File: config.mk
export PLATFORM = sky130hd
export DESIGN_NAME = pcie_mwr_tx
export DESIGN_NICKNAME = d
export VERILOG_FILES = /design/src/rtl/pcie_mwr_tx.sv
export SDC_FILE = /design/constraint.sdc
export NUM_CORES = 1
export LEC_CHECK = 0
export CORE_ASPECT_RATIO = 0.75
export CORE_UTILIZATION = 45
export CTS_CLUSTER_SIZE = 14
export DETAILED_ROUTE_END_ITERATION = 8
export PLACE_DENSITY = 0.85
export REMOVE_ABC_BUFFERS = 1
export SKIP_LAST_GASP = 1
export SLEW_MARGIN = 20
export SYNTH_ARGS = -nofsm -noshare
export SYNTH_HDL_FRONTEND = slang
export SYNTH_SLANG_ARGS = --single-unit
File: constraint.sdc
create_clock -name pcie_clk -period 2.9 [get_ports pcie_clk]
set_clock_uncertainty 0.1 [all_clocks]
set_input_delay 0.87 -clock pcie_clk [delete_from_list [all_inputs] [get_ports pcie_clk]]
set_output_delay 0.87 -clock pcie_clk [all_outputs]
set_load 0.02 [all_outputs]
File: src/rtl/pcie_mwr_tx.sv
// Posted MWr32 TLP builder for the 16-bit VC0 tx port: credit check, tx_req handshake,
// 6 header beats, then payload beats streamed live from a first-word-fall-through source.
module pcie_mwr_tx #(
  parameter int MAX_LEN_DW = 32,
  parameter int LEN_W      = 6
) (
  input  logic             pcie_clk,
  input  logic             sys_rst,
  input  logic [7:0]       bus_num,
  input  logic [4:0]       dev_num,
  input  logic [2:0]       func_num,
  input  logic             req_valid,
  output logic             req_ready,
  input  logic [29:0]      req_addr,
  input  logic [LEN_W-1:0] req_len_dw,
  output logic             req_err,
  input  logic [31:0]      dat_data,
  output logic             dat_rd,
  output logic             tx_req,
  input  logic             tx_rdy,
  output logic             tx_st,
  output logic             tx_end,
  output logic [15:0]      tx_data,
  input  logic [8:0]       tx_ca_ph,
  input  logic [12:0]      tx_ca_pd,
  input  logic             tx_ca_p_recheck,
  output logic             busy
);

  localparam int LW1 = LEN_W + 1;
  localparam logic [LEN_W:0] MAX_LEN = LW1'(MAX_LEN_DW);

  typedef enum logic [2:0] {IDLE, CHECK, REQ, HDR, DATA} state_t;

  state_t           state, state_n;
  logic [2:0]       hdr_idx, hdr_idx_n;
  logic             lo_half, lo_half_n;
  logic [LEN_W-1:0] dw_left, dw_left_n;
  logic             tx_req_n, tx_st_n, tx_end_n, req_err_n;
  logic [15:0]      tx_data_r, tx_data_r_n;

  logic [29:0]      addr_r;
  logic [LEN_W-1:0] len_r;
  logic [LEN_W:0]   pd_need;
  logic             len_bad, credit_ok, accept;
  logic [95:0]      hdr;

  function automatic logic [15:0] hdr_beat(input logic [95:0] h, input logic [2:0] i);
    logic [15:0] b;
    case (i)
      3'd0:    b = h[95:80];
      3'd1:    b = h[79:64];
      3'd2:    b = h[63:48];
      3'd3:    b = h[47:32];
      3'd4:    b = h[31:16];
      default: b = h[15:0];
    endcase
    return b;
  endfunction

  assign req_ready = (state == IDLE) & ~sys_rst;
  assign accept    = req_valid & req_ready;
  assign len_bad   = (req_len_dw == '0) | ({1'b0, req_len_dw} > MAX_LEN);
  assign busy      = (state != IDLE);

  // Data credits are in 4-DW units, so the requirement is ceil(len/4).
  assign pd_need   = ({1'b0, len_r} + LW1'(3)) >> 2;
  assign credit_ok = (tx_ca_ph[8] | (tx_ca_ph[7:0] != 8'd0)) &
                     (tx_ca_pd[12] | (tx_ca_pd[11:0] >= 12'(pd_need)));

  assign hdr = {1'b0, 2'b10, 5'b00000, 1'b0, 3'b000, 4'b0000,
                1'b0, 1'b0, 2'b00, 2'b00, 10'(len_r),
                bus_num, dev_num, func_num, 8'h00,
                ((len_r == LEN_W'(1)) ? 4'h0 : 4'hF), 4'hF,
                addr_r, 2'b00};

  // Payload halves come straight from the FWFT word, which only advances on dat_rd,
  // so a tx_rdy stall naturally freezes the beat.
  assign tx_data = (state == DATA) ? (lo_half ? dat_data[15:0] : dat_data[31:16]) : tx_data_r;
  assign dat_rd  = (state == DATA) & lo_half & tx_rdy & ~sys_rst;

  always_ff @(posedge pcie_clk) begin
    if (accept) begin
      addr_r <= req_addr;
      len_r  <= req_len_dw;
    end
  end

  always_ff @(posedge pcie_clk) begin
    if (sys_rst) begin
      state     <= IDLE;
      hdr_idx   <= '0;
      lo_half   <= 1'b0;
      dw_left   <= '0;
      tx_req    <= 1'b0;
      tx_st     <= 1'b0;
      tx_end    <= 1'b0;
      tx_data_r <= '0;
      req_err   <= 1'b0;
    end else begin
      state     <= state_n;
      hdr_idx   <= hdr_idx_n;
      lo_half   <= lo_half_n;
      dw_left   <= dw_left_n;
      tx_req    <= tx_req_n;
      tx_st     <= tx_st_n;
      tx_end    <= tx_end_n;
      tx_data_r <= tx_data_r_n;
      req_err   <= req_err_n;
    end
  end

  always_comb begin
    state_n     = state;
    hdr_idx_n   = hdr_idx;
    lo_half_n   = lo_half;
    dw_left_n   = dw_left;
    tx_req_n    = tx_req;
    tx_st_n     = tx_st;
    tx_end_n    = tx_end;
    tx_data_r_n = tx_data_r;
    req_err_n   = 1'b0;
    case (state)
      IDLE: begin
        tx_req_n    = 1'b0;
        tx_st_n     = 1'b0;
        tx_end_n    = 1'b0;
        tx_data_r_n = '0;
        if (accept) begin
          if (len_bad) req_err_n = 1'b1;
          else         state_n   = CHECK;
        end
      end
      CHECK: begin
        if (credit_ok) begin
          state_n  = REQ;
          tx_req_n = 1'b1;
        end
      end
      REQ: begin
        if (tx_rdy) begin
          state_n     = HDR;
          tx_req_n    = 1'b0;
          tx_st_n     = 1'b1;
          hdr_idx_n   = 3'd0;
          tx_data_r_n = hdr_beat(hdr, 3'd0);
        end else if (tx_ca_p_recheck) begin
          state_n  = CHECK;
          tx_req_n = 1'b0;
        end
      end
      HDR: begin
        if (tx_rdy) begin
          tx_st_n = 1'b0;
          if (hdr_idx == 3'd5) begin
            state_n     = DATA;
            lo_half_n   = 1'b0;
            dw_left_n   = len_r;
            tx_data_r_n = '0;
          end else begin
            hdr_idx_n   = hdr_idx + 3'd1;
            tx_data_r_n = hdr_beat(hdr, hdr_idx + 3'd1);
          end
        end
      end
      DATA: begin
        if (tx_rdy) begin
          if (!lo_half) begin
            lo_half_n = 1'b1;
            tx_end_n  = (dw_left == LEN_W'(1));
          end else if (dw_left == LEN_W'(1)) begin
            state_n  = IDLE;
            tx_end_n = 1'b0;
          end else begin
            lo_half_n = 1'b0;
            dw_left_n = dw_left - LEN_W'(1);
          end
        end
      end
      default: state_n = IDLE;
    endcase
  end

endmodule

* After elaboration in Yosys (flattened, before gate mapping)
Cells that the tools add are included.
Storage, ports and cells: register bits after elaboration 69, input bits 111, output and inout port bits 23, logic and storage cells 117
Operators by class: add/subtract/negate cells 3, order comparisons 2, eq/ne operators 24, muxes and demuxes 47, bitwise operators 12, reduce and logical (&&, ||, !) cells 18
Operators by type and width (count):
- $mux 16 | 5
- $pmux 16 s5 | 1
- $pmux 16 s3 | 1
- $mux 3 | 13
- $mux 6 | 5
- $ne 2x2->1 const B | 10
- $pmux 3 s5 | 1
- $mux 1 | 14
- $eq 3x2->1 const B | 4
- $eq 6x1->1 const B | 2
- $ge 12x5->1 | 1
- $pmux 6 s2 | 1
- $eq 3x3->1 const B | 3
- $reduce_and 3->1 | 3
- $reduce_and 9->1 | 1
- $reduce_bool 3->1 | 3
- $reduce_and 4->1 | 2
- $reduce_bool 8->1 | 1
- $add 6x2->7 const B | 1
- $and 1x1->1 | 6
- $eq 3x1->1 const B | 2
- $gt 6x6->1 const B | 1
- $logic_not 3->1 | 2
- $logic_not 6->1 | 1
- other kinds (14) | 22

* Logic depth before layout (Yosys ltp)
word-level depth 6, depth in mapped cells 9, gate-level depth less buffers 9

* Least setup slack after synthesis
No wires, ideal clock.
path kind register -> output, start register state[0], end output tx_data[11], arrival 1.825 ns, required time 1.930 ns, slack 0.105 ns, stages on the path, launching flop included 7, buffers on the path 4, cells stage by stage dfxtp_1 buf_6 or3b_1 buf_4 clkbuf_1 clkbuf_1 o21ai_0
Between the ends: longest elaborated chain between the ends 2
RTL lines:
- start: declaration | RTL line 35 | state_t state, state_n;
- start signal: assignment | RTL line 101 | state <= state_n;
- $eq 3x3->1 | RTL line 79 | assign tx_data = (state == DATA) ? (lo_half ? dat_data[15:0] : dat_data[31:16]) : tx_data_r;
- $mux 16 | RTL line 79
- end: declaration | RTL line 23 | output logic [15:0] tx_data,
No other way between the ends.

* Final worst setup path
start input tx_rdy, end output dat_rd
Between the ends: longest elaborated chain between the ends 2
RTL lines:
- start: declaration | RTL line 20 | input logic tx_rdy,
- $and 1x1->1 (2 in a row) | RTL line 80 | assign dat_rd = (state == DATA) & lo_half & tx_rdy & ~sys_rst;
- end: declaration | RTL line 18 | output logic dat_rd,
No other way between the ends.

==> results by group <==
Setup path
  – Worst Setup Start Kind: primary input
  – WP data required: 1.93 ns
  – Reg2Reg Setup Slack: 0.21 ns
  – Slowest stage delay, CP: 0.48 ns
  – Crit-path slowest cell: clkdlybuf4s50_1
  – CP Cell Sequence: clkdlybuf4s50_1, nand2_1, nor3b_1, clkdlybuf4s15_1
  – Top delay family on crit path: buffers and inverters
  – R2R depth: 9
  – Crit-path max FO: 2
  – Worst Path Arrival: 1.93 ns
  – CP Capture Type: output port
  – Total stage count of the critical path: 4
  – Type of the worst setup path: in -> out
  – CP bufs+invs: 2

Global routing
  – M1 GR Usage: 31.6%
  – GRT Total Usage: 25.2%
  – Initial antenna violation count: 0
  – Grt ovf: 0
  – Number of global-route vias before repair: 3528
  – Largest net degree at the start of global routing: 47
  – Met2 Track Usage GR: 42.8%
  – Grt met3 use: 5.78%
  – Global-route wire length before repair: 16700 um
  – GRT busiest layer: met2

Power
  – Flop pwr share: 50.6%
  – Logic pwr share: 18.1%
  – Clock share of power: 31.4%
  – Cell internal pwr: 0.00161 W
  – Pwr Density: 400 nW/um^2
  – Maximum VDD drop: 241 uV
  – Pwr Total: 0.00217 W
  – Psw: 0.000558 W
  – Leakage: 2.01 nW
  – Sw Ratio: 25.7%

Detailed routing
  – Pre-antenna DRT Iters: 5
  – Vias per std cell: 5.61
  – Vias: 3614
  – # DRC: 0
  – DRT antenna net count: 0
  – Starting DRC count in detailed routing: 217
  – Post-Route WL: 10600 um
  – Avg WL per Cell: 16.5 um

Place
  – Placed cell area: 5300 um^2
  – Pre-CTS WS: -0.310 ns
  – Port Buf Inserts: 133
  – RD Place Congestion: 0.830
  – Dpl hpwl: 7890 um

Clocking
  – CTS tree: done
  – Clock sink total: 69
  – CTS buffer count: 9
  – Post-CTS setup buffers: 0
  – Root buffer selected by CTS: clkbuf_8
  – Clock transition at path regs: 0.07 ns
  – Clk buf depth: 2
  – Hold Buf Count CTS: 0
  – Worst skew pair latency: 0.34 ns
  – CTS H-tree lvls: 3

STA
  – Slew margin rel.: 45.5%
  – Fmax: 345 MHz
  – Final hold viol count: 0
  – Worst-Margin Slew: 0.815 ns
  – Setup violation total in the final timing report: 0
  – Final period utilization: 99.9%
  – Min Tclk post-route: 2.90 ns
  – Unrepaired setup endpoints after global routing: yes
  – Setup ws final: 0.00167 ns
  – Max-slew violation count: 0

Cells and area
  – Layout cells sized above 1: 10.2%
  – # diodes: 0
  – Layout net count: 658
  – FF+latch area: 1740 um^2
  – FILL cells: 640
  – Multi-input logic area: 1870 um^2
  – Synthesis-to-layout area growth: 44.1%
  – Post-route cell area: 5430 um^2

Floorplan
  – # IOs: 134
  – Core area: 7990 um^2
  – Initial core utilization: 47.1%
  – # rows: 28
  – Die width: 108 um
  – Full die area: 8740 um^2
  – Chip Height: 81.2 um

Logic synthesis
  – Ys async rst share: 0%
  – Sequential fraction of the synthesis area: 46.3%
  – Most common cell in the netlist: o21ai_0
  – Area contributors post-synth: edfxtp_1 (29%), dfxtp_1 (18%), o21ai_0 (6.2%)
  – Yosys cell types: 63
  – Synth Cell Area: 3760 um^2
  – Syn. warnings: 0
  – Post-synth top flop: edfxtp_1
  – Cell count after synthesis: 397
  – Top cell type by total area after synthesis: edfxtp_1
  – Post-synth top cells: o21ai_0 (47), edfxtp_1 (36), nor2_1 (36)
  – Syn avg cell area: 9.48 um^2
  – Post-synth top area share: 28.7%
  – #FFs+latches synth: 69
  – EDFF count, synth: 36

Min path
  – Worst Hold Class: reg -> reg
  – Hold path cells: 2

Flow run
  – Max-cap viol count: 0

Status
  – Status: finished clean
==> per-stage QoR <==
step	cells	hold slack [ns]	utilization [%]	setup TNS [ns]
final	644	0.357	67.9	0
after global routing	644	0.376	67.9	-0.0542
after CTS	644	0.355	68.1	-0.0241
after detailed placement	628	0.345	66.3	-4.79
after global placement	628	0.338	66.3	-4.10
after floorplan	369	0.320	-	0
==> logic make-up (layout without fill, tap and decap cells) <==
logic type / count (synthesis) / after routing / synth area share, %
AOI/OAI and AO/OA: 133 / 133 / 23.1
adders and majority gates: 13 / 13 / 4.32
DFF: 69 / 69 / 46.3
and+or+nand+nor: 122 / 122 / 16.2
buffers and inverters: 37 / 179 / 4.19
xor gates and xnor gates: 5 / 5 / 1.16
muxes: 18 / 18 / 4.79
==> metal layers <==
layer  up-vias  share of wire, %
met1      1680                41
met4         0              0.98
met5         -                 0
li1       1748                 -
met3        12               9.5
met2       174                48
==> sequential cells by signal, summed over array words and instances (netlist names) <==
name       count
addr_r        30
tx_data_r     16
dw_left        6
len_r          6
hdr_idx        3
state          3
lo_half        1
req_err        1
tx_end         1
tx_req         1
tx_st          1
==> power groups by stage <==
| stage | logic (W) | clock network, W | registers, W |
|---|---|---|---|
| 3_5_place_dp | 0.000398 | 0 | 0.00112 |
| 4_1_cts | 0.000395 | 0.000688 | 0.00110 |
| 3_3_place_gp | 0.000382 | 0 | 0.00112 |
| 6_report | 0.000392 | 0.000681 | 0.00110 |
| 2_1_floorplan | 0.000131 | 0 | 0.00113 |
| 5_1_grt | 0.000423 | 0.000729 | 0.00110 |
==> repair_timing <==
action,4_1_cts,5_1_grt
endpoints found under the setup margin,18,11
gates cloned,0,0
resized for setup,20,22
==> layout make-up <==
| type | count | share of cell area (%) |
|---|---|---|
| Sequential cell | 69 | 32.1 |
| Multi-Input combinational cell | 291 | 34.4 |
| Tap cell | 105 | 2.42 |
| Clock inverter | 6 | 0.715 |
| Inverter | 9 | 0.623 |
| Timing Repair Buffer | 154 | 27.4 |
| Clock buffer | 10 | 2.35 |
==> cell usage in the layout (no fill, tap or decap), drive strengths merged, types with 3 or more instances in the layout <==
| cell | synthesis | routed |
|---|---|---|
| a21boi | 9 | 9 |
| a21o | 10 | 10 |
| a21oi | 25 | 25 |
| a221o | 3 | 3 |
| a22oi | 3 | 3 |
| a31oi | 4 | 4 |
| a32oi | 9 | 9 |
| buf | 9 | 21 |
| clkbuf | 19 | 16 |
| clkdlybuf4s15 | 0 | 4 |
| clkdlybuf4s50 | 0 | 115 |
| clkinv | 0 | 4 |
| dfxtp | 33 | 33 |
| dlygate4sd2 | 0 | 7 |
| edfxtp | 36 | 36 |
| ha | 13 | 13 |
| inv | 9 | 10 |
| mux2i | 18 | 18 |
| nand2 | 35 | 35 |
| nand2b | 3 | 3 |
| nand3 | 7 | 7 |
| nand4 | 3 | 3 |
| nor2 | 37 | 37 |
| nor2b | 3 | 3 |
| nor3 | 10 | 10 |
| nor3b | 3 | 3 |
| o21ai | 48 | 48 |
| o221ai | 3 | 3 |
| o31ai | 3 | 3 |
| or2 | 5 | 5 |
| or4 | 3 | 3 |
| xor2 | 3 | 3 |
==> tightest hold or removal path, stage by stage (launching register included) <==
cell and delay [ns]:
dfxtp_1 0.31, nand2_1 0.05, a21oi_1 0.05
==> worst paths after layout <==
kind	from	end
min	tx_data_r[7]$_SDFFE_PP0P_	tx_data_r[7]$_SDFFE_PP0P_
min reg2reg	tx_data_r[7]$_SDFFE_PP0P_	tx_data_r[7]$_SDFFE_PP0P_
max	tx_rdy	dat_rd
max reg2reg	len_r[1]$_DFFE_PP_	state[1]$_SDFFE_PP0P_
Note: power is estimated with default switching activity, not from simulation.
